==> src/rtl/npu_pkg.sv <==
// npu_pkg: shared FSM state encoding and perf counter width for the systolic array controller
package npu_pkg;
  localparam int PERF_W = 32;
  typedef enum logic [2:0] {IDLE, CLEAR, LOAD_W, COMPUTE, DRAIN, OUTPUT, DONE} state_t;
endpackage

==> src/rtl/systolic_perf_cnt.sv <==
// systolic_perf_cnt: saturating busy-cycle and stall counters, cleared when a tile is launched
module systolic_perf_cnt
  import npu_pkg::*;
(
  input  logic              clk,
  input  logic              rst,
  input  logic              clr,
  input  logic              busy,
  input  logic              stall,
  output logic [PERF_W-1:0] cycles,
  output logic [PERF_W-1:0] stalls
);
  always_ff @(posedge clk) begin
    if (rst || clr) begin
      cycles <= '0;
      stalls <= '0;
    end else begin
      if (busy && !(&cycles)) cycles <= cycles + 1'b1;
      if (stall && !(&stalls)) stalls <= stalls + 1'b1;
    end
  end
endmodule

==> src/rtl/systolic_ctrl.sv <==
// systolic_ctrl: tile sequencer for a ROWS x COLS systolic array (clear, weight load, compute, drain, readout).
// Define SYSTOLIC_CTRL_PERF_EN to enable the perf_cycles/perf_stalls counters; otherwise they read 0.
module systolic_ctrl
  import npu_pkg::*;
#(
  parameter int ROWS    = 4,
  parameter int COLS    = 4,
  parameter int K_WIDTH = 16,
  localparam int CW     = COLS > 1 ? $clog2(COLS) : 1
) (
  input  logic               clk,
  input  logic               rst,
  input  logic               start,
  input  logic [K_WIDTH-1:0] cfg_k,
  input  logic               abort,
  output logic               busy,
  output logic               done,
  output logic               err,
  output logic               wt_req,
  input  logic               wt_valid,
  output logic               act_ready,
  input  logic               act_valid,
  output logic               act_zero,
  output logic               pe_clear_acc,
  output logic               pe_enable,
  output logic [ROWS-1:0]    pe_load_weight,
  output logic               res_valid,
  input  logic               res_ready,
  output logic [CW-1:0]      res_col,
  output logic [PERF_W-1:0]  perf_cycles,
  output logic [PERF_W-1:0]  perf_stalls
);
  localparam int RW = ROWS > 1 ? $clog2(ROWS) : 1;
  localparam int DL = ROWS + COLS - 2;
  localparam int DW = DL > 1 ? $clog2(DL) : 1;
  state_t state;
  logic [RW-1:0] row;
  logic [K_WIDTH-1:0] beat, k_lat;
  logic [DW-1:0] dcnt;
  logic [CW-1:0] col;
  logic err_q, zdone_q, abort_q;
  always_ff @(posedge clk) begin
    if (rst) begin
      state   <= IDLE;
      row     <= '0;
      beat    <= '0;
      dcnt    <= '0;
      col     <= '0;
      k_lat   <= '0;
      err_q   <= 1'b0;
      zdone_q <= 1'b0;
      abort_q <= 1'b0;
    end else begin
      err_q   <= 1'b0;
      zdone_q <= 1'b0;
      abort_q <= 1'b0;
      if (state != IDLE && abort) begin
        state   <= IDLE;
        abort_q <= 1'b1;
        row     <= '0;
        beat    <= '0;
        dcnt    <= '0;
        col     <= '0;
      end else begin
        case (state)
          IDLE:
            if (start) begin
              if (cfg_k == '0) begin
                err_q   <= 1'b1;
                zdone_q <= 1'b1;
              end else begin
                k_lat <= cfg_k;
                state <= CLEAR;
              end
            end
          CLEAR: begin
            row   <= '0;
            state <= LOAD_W;
          end
          LOAD_W:
            if (wt_valid) begin
              row   <= row == RW'(ROWS - 1) ? '0 : row + 1'b1;
              state <= row == RW'(ROWS - 1) ? COMPUTE : LOAD_W;
            end
          COMPUTE:
            if (act_valid) begin
              beat  <= beat == k_lat - 1'b1 ? '0 : beat + 1'b1;
              state <= beat != k_lat - 1'b1 ? COMPUTE : DL == 0 ? OUTPUT : DRAIN;
            end
          DRAIN: begin
            dcnt  <= dcnt == DW'(DL - 1) ? '0 : dcnt + 1'b1;
            state <= dcnt == DW'(DL - 1) ? OUTPUT : DRAIN;
          end
          OUTPUT:
            if (res_ready) begin
              col   <= col == CW'(COLS - 1) ? '0 : col + 1'b1;
              state <= col == CW'(COLS - 1) ? DONE : OUTPUT;
            end
          default: state <= IDLE;
        endcase
      end
    end
  end
  // abort_q supplies the post-abort clear pulse while the FSM already sits in IDLE
  always_comb begin
    busy           = state != IDLE;
    done           = state == DONE || zdone_q;
    err            = err_q;
    wt_req         = state == LOAD_W;
    pe_load_weight = (state == LOAD_W && wt_valid) ? ROWS'(1) << row : '0;
    act_ready      = state == COMPUTE;
    pe_enable      = (state == COMPUTE && act_valid) || state == DRAIN;
    act_zero       = state == DRAIN;
    pe_clear_acc   = state == CLEAR || abort_q;
    res_valid      = state == OUTPUT;
    res_col        = col;
  end
`ifdef SYSTOLIC_CTRL_PERF_EN
  logic stall;
  assign stall = (state == LOAD_W && !wt_valid) || (state == COMPUTE && !act_valid);
  systolic_perf_cnt u_perf (
    .clk    (clk),
    .rst    (rst),
    .clr    (state == IDLE && start && cfg_k != '0),
    .busy   (busy),
    .stall  (stall),
    .cycles (perf_cycles),
    .stalls (perf_stalls)
  );
`else
  assign perf_cycles = '0;
  assign perf_stalls = '0;
`endif
endmodule

==> config.mk <==
export PLATFORM = sky130hd
export DESIGN_NAME = systolic_ctrl
export DESIGN_NICKNAME = d
export VERILOG_FILES = /design/src/rtl/npu_pkg.sv /design/src/rtl/systolic_perf_cnt.sv /design/src/rtl/systolic_ctrl.sv
export SDC_FILE = /design/constraint.sdc
export NUM_CORES = 1
export LEC_CHECK = 0
export ABC_AREA = 1
export CORE_ASPECT_RATIO = 1.75
export CORE_MARGIN = 2
export CORE_UTILIZATION = 48
export DETAILED_ROUTE_END_ITERATION = 8
export GPL_TIMING_DRIVEN = 0
export PLACE_DENSITY = 0.8
export SLEW_MARGIN = 20
export SYNTH_ARGS = -nofsm -noshare
export SYNTH_HDL_FRONTEND = slang
export SYNTH_SLANG_ARGS = --single-unit
==> constraint.sdc <==
create_clock -name clk -period 2.6 [get_ports clk]
set_clock_uncertainty 0.1 [all_clocks]
set_input_delay 0.39 -clock clk [delete_from_list [all_inputs] [get_ports clk]]
set_output_delay 0.39 -clock clk [all_outputs]
set_load 0.005 [all_outputs]
Word level (Yosys, flattened, before mapping)
Index checks and enable logic that the tools add are counted.
{ "totals": {"in_bits": 23, "regBits": 44, "elab_cells": 70, "output_inout_bits": 79} }
{ "classes": {"reduce_logical": 17, "shifts": 1, "mux": 19, "add_sub_neg": 5, "n_bitwise": 4, "eq_ne": 16} }
{ "ops": {"columns": ["op", "count"], "rows": [
  ["$mux W3", 7],
  ["$pmux W3 S6", 1],
  ["$add A16 B1 Y16 const B", 1],
  ["$eq A16 B16 Y1", 1],
  ["$logic_not A16 Y1", 1],
  ["$mux W16", 1],
  ["$ne A16 B16 Y1", 1],
  ["$sub A16 B1 Y16 const B", 1],
  ["$eq A3 B3 Y1 const B", 4],
  ["$mux W2", 4],
  ["$eq A3 B2 Y1 const B", 2],
  ["$ne A2 B1 Y1 const B", 3],
  ["$reduce_and A2 Y1", 3],
  ["$reduce_and A5 Y1", 1],
  ["$add A2 B1 Y2 const B", 2],
  ["$eq A2 B2 Y1 const B", 2],
  ["$mux W1", 4],
  ["$mux W4", 1],
  ["$ne A2 B2 Y1 const B", 2],
  ["$not A1 Y1", 4],
  ["$pmux W2 S2", 1],
  ["$reduce_and A4 Y1", 1],
  ["$reduce_or A4 Y1", 1],
  ["$shl A1 B2 Y4 const A", 1],
  ["8 further kinds", 12]
]} }

Longest topological paths before layout
{ "logic_depth": {"word_depth": 5, "depth_mapped": 16, "mapped_depth_nobuf": 16} }

Worst setup path after synthesis
OpenSTA, ideal clock, no wires.
{ "synth_path": {"path_kind": "register to register", "startpoint": "register k_lat[0]", "endpoint": "register beat[8]", "path_buffers": 1, "path_stages_with_launch": 15, "slack_ns": 0.541, "arrival_ns": 1.840, "period_less_slack_ns": 2.059, "setup_ns": 0.119, "required_time_ns": 2.381, "cell_sequence": "dfxtp_1 inv_1 ha_1 nand2_2 nor2_2 nand2_2 o21bai_2 nand2_1 nor2_1 nand3b_1 nor2_1 nand4_2 nand2_2 buf_6 nor2_2"} }
{ "synth_via": {"elab_chain_len": 3} }
{ "synth_lines": {"columns": ["item", "line", "source"], "rows": [
  ["from (decl)", "systolic_ctrl.sv:38", "logic [K_WIDTH-1:0] beat, k_lat;"],
  ["from (signal assigned)", "systolic_ctrl.sv:72", "k_lat <= cfg_k;"],
  ["$sub A16 B1 Y16", "systolic_ctrl.sv:87", "beat <= beat == k_lat - 1'b1 ? '0 : beat + 1'b1;"],
  ["$eq A16 B16 Y1", "systolic_ctrl.sv:87", null],
  ["$mux W16", "systolic_ctrl.sv:87", null],
  ["to (signal assigned)", "systolic_ctrl.sv:87", null],
  ["to (decl)", "systolic_ctrl.sv:38", null]
]} }
No other way between the ends.
A chain may end at the register's enable or synchronous reset.

Final worst setup path
Ends and elaborated chain as after synthesis.

==> results.yml <==
outcome:
  outcome: "complete, no violations"
critical_path:
  setup.worst_path.class: "reg2reg"
  regToRegStartpoint: "k_lat[0]$_SDFFE_PP0P_"
  r2r_setup_slack_ps: 140
  cp.arrival_ps: 2520
  end_kind: "register"
  crit_required_ps: 2660
  critPathMaxFanout: 10
  crit_path_start: "k_lat[0]$_SDFFE_PP0P_"
  critPathLaunchType: "register"
power_and_ir_drop:
  vdd_drop_max_mv: 0.6136
  power.density_nw_per_um2: 743.9
  p_leak_nw: 1.985
timing:
  post-route-period-util_pct: 94.64
  rsz0062_at_grt: "no"
  holdWs_ps: 332.3
  slew_violations: 0
  hold_viol_final: 0
  fmax_mhz: 406.4
  min_period_ps: 2461
  slew_headroom_pct: 61.96
  timing.final.ws_setup_ps: 139.5
  tns_ps: 0
  setup_viol: 0
  tightest_slew_ps: 570.6
routing:
  route.detailed.drc: 0
  detailroute.wirelength.met3_um: 408
  wl_met2_um: 4483
  first_pass_iters: 4
  met1Wirelength_um: 2778
  drt_iter0_drc: 117
  antenna_left: 0
  avgRoutedWirePerCell_um: 12.00
  vias: 3125
  top_layer_used: "met4"
  drt-total-wl_um: 7980
  drt-vias-per-instance: 4.699
floorplan:
  start_util_pct: 48.99
  core_um2: 6807
  io_pins: 102
  dieArea_um2: 7656
  fp-row-count: 40
  dieHeight_um: 114.3
  dieWidth_um: 67.01
placed_design:
  gp_congestion: 0.8603
  place.port_buffers: 35
  dp_slack_ps: 20.86
  hpwl_um: 6524
clock_tree:
  clk_latency_ps: 280
  clock-sinks: 44
  cts_made_buffers: 5
  cts_tree: "built"
  cts_root_buf: "clkbuf_16"
  postCtsSetupBuffers: 0
  path_clk_slew_ps: 60
  htreeDepth: 2
  ctsLongestPathBuffers: 2
grt:
  grt_overflow: 0
  grt_pass1_wl_um: 12980
  grt_start_max_net_pins: 14
  first_global_vias: 2913
  antenna_found_initial: 0
  track_usage_pct: 21.83
finish:
  antenna_cells: 0
  fin_nets: 611
  syn_to_final_growth_pct: 26.87
  layout-drive-gt1-share_pct: 20.48
synthesis:
  syn_area_per_cell_um2: 7.005
  synth_cells: 476
  synth_most_common_cell: "nand2_1"
  syn_area_um2: 3334
  synth_edf_count: 0
  synth_largest_area_cell: "dfxtp_1"
  yosysTopAreaCellShare_pct: 26.42
  synth_seq_area_share_pct: 26.42
  synthTopCellsByArea: "dfxtp_1 26%, buf_4 14%, nand2_1 9.6%"
  synthTopCellsByCount: "85 x nand2_1, 64 x buf_4, 57 x nor2_1, 47 x inv_1, 44 x dfxtp_1"
  synth_ff_type: "dfxtp_1"
  ys_warn_count: 0
  ys_ff_latch: 44
  yosysUniqueCellTypes: 44
  synthArstFlopShare_pct: 0
worst_hold_path:
  hold_path.class: "in2reg"
  min_from: "start"
flow_run:
  maxCapViolCount: 0
-- through the flow --
step / total power [mW] / cells / util, % / area, µm²
2_1_floorplan: 1.959 / 539 / - / 3571
3_3_place_gp: 2.285 / 658 / 59.15 / 4026
3_5_place_dp: 2.324 / 658 / 59.15 / 4026
4_1_cts: 3.125 / 665 / 61.95 / 4217
5_1_grt: 3.377 / 665 / 62.15 / 4230
6_report: 3.147 / 665 / 62.15 / 4230
-- power breakdown --
group / internal, mW / total [mW] / switching [mW] / leakage, nW
clock: 0.545 / 0.796 / 0.251 / 0.0899
sequential: 0.768 / 0.901 / 0.133 / 0.358
combinational: 0.577 / 1.45 / 0.872 / 1.54
-- state kept, by name, summed over array words and instances (netlist names) --
name / flops
dcnt: 3
row: 2
abort_q: 1
state: 3
res_col: 2
zdone_q: 1
k_lat: 16
beat: 16
-- critical path, stage by stage (launching register included) --
cell,delay (ps)
dfxtp_1,350
inv_1,130
ha_2,240
nand2_2,80
nor2_2,190
nand2_2,110
o21bai_2,110
nand2_1,70
nor2_1,110
nand3b_1,80
nor2_1,170
nand4_2,210
nand2_2,150
buf_6,180
nor2_2,40
-- kinds of logic (layout without fill, tap and decap cells) --
kind of cell | Yosys count | after routing | share of synthesized area [%]
AOI/OAI and AO/OA | 45 | 45 | 8.631
xor gates and xnor gates | 27 | 27 | 7.092
adders and majority gates | 7 | 7 | 2.627
buffers and inverters | 125 | 167 | 21.65
DFF | 44 | 44 | 26.42
other | 1 | 64 | 0.1125
and+or+nand+nor | 227 | 227 | 33.47
-- timing repair --
action,in CTS,in global routing
pin swaps,0,0
gates resized for setup,1,3
endpoints found under the setup margin,4,14
hold buffers,0,0
-- layer usage --
layer / up-vias / GRT usage, %
met5: - / 0
met4: 0 / 9.932
met3: 22 / 2.163
met2: 107 / 43.50
met1: 1391 / 21.14
li1: 1605 / -
-- cell usage in the layout, fill, tap and decap left out, drive strengths merged, types with 7 or more instances in the layout --
cell / netlist / routed
o21ai: 7 / 7
nand3b: 8 / 8
nor2: 79 / 79
nor3: 8 / 8
a211oi: 15 / 15
nand4: 10 / 10
nand2: 91 / 91
inv: 54 / 54
clkbuf: 4 / 9
buf: 67 / 67
xor2: 13 / 13
xnor2: 14 / 14
dfxtp: 44 / 44
a21oi: 15 / 15
conb: 1 / 64
nand3: 20 / 20
ha: 7 / 7
clkdlybuf4s50: 0 / 35
nor4: 7 / 7
-- path summary, 6_finish.rpt --
path / end / cells after the start
setup / recovery: beat[8]$_SDFFE_PP0P_ / 14
hold / removal: zdone_q$_SDFF_PP0_ / 3
setup reg to reg: beat[8]$_SDFFE_PP0P_ / 14
hold reg to reg: k_lat[15]$_SDFFE_PP0P_ / 2
-- layout make-up --
cell class,count,area (µm²)
buffer,71,516.7
clock buffer,5,125.1
clock inverter,2,60.06
fill,643,2576
inverter,54,205.2
multi-input combinational,370,1987
sequential,44,880.8
tap,84,105.1
timing repair buffer,35,350.3
Note: power is estimated with default switching activity, not from simulation.
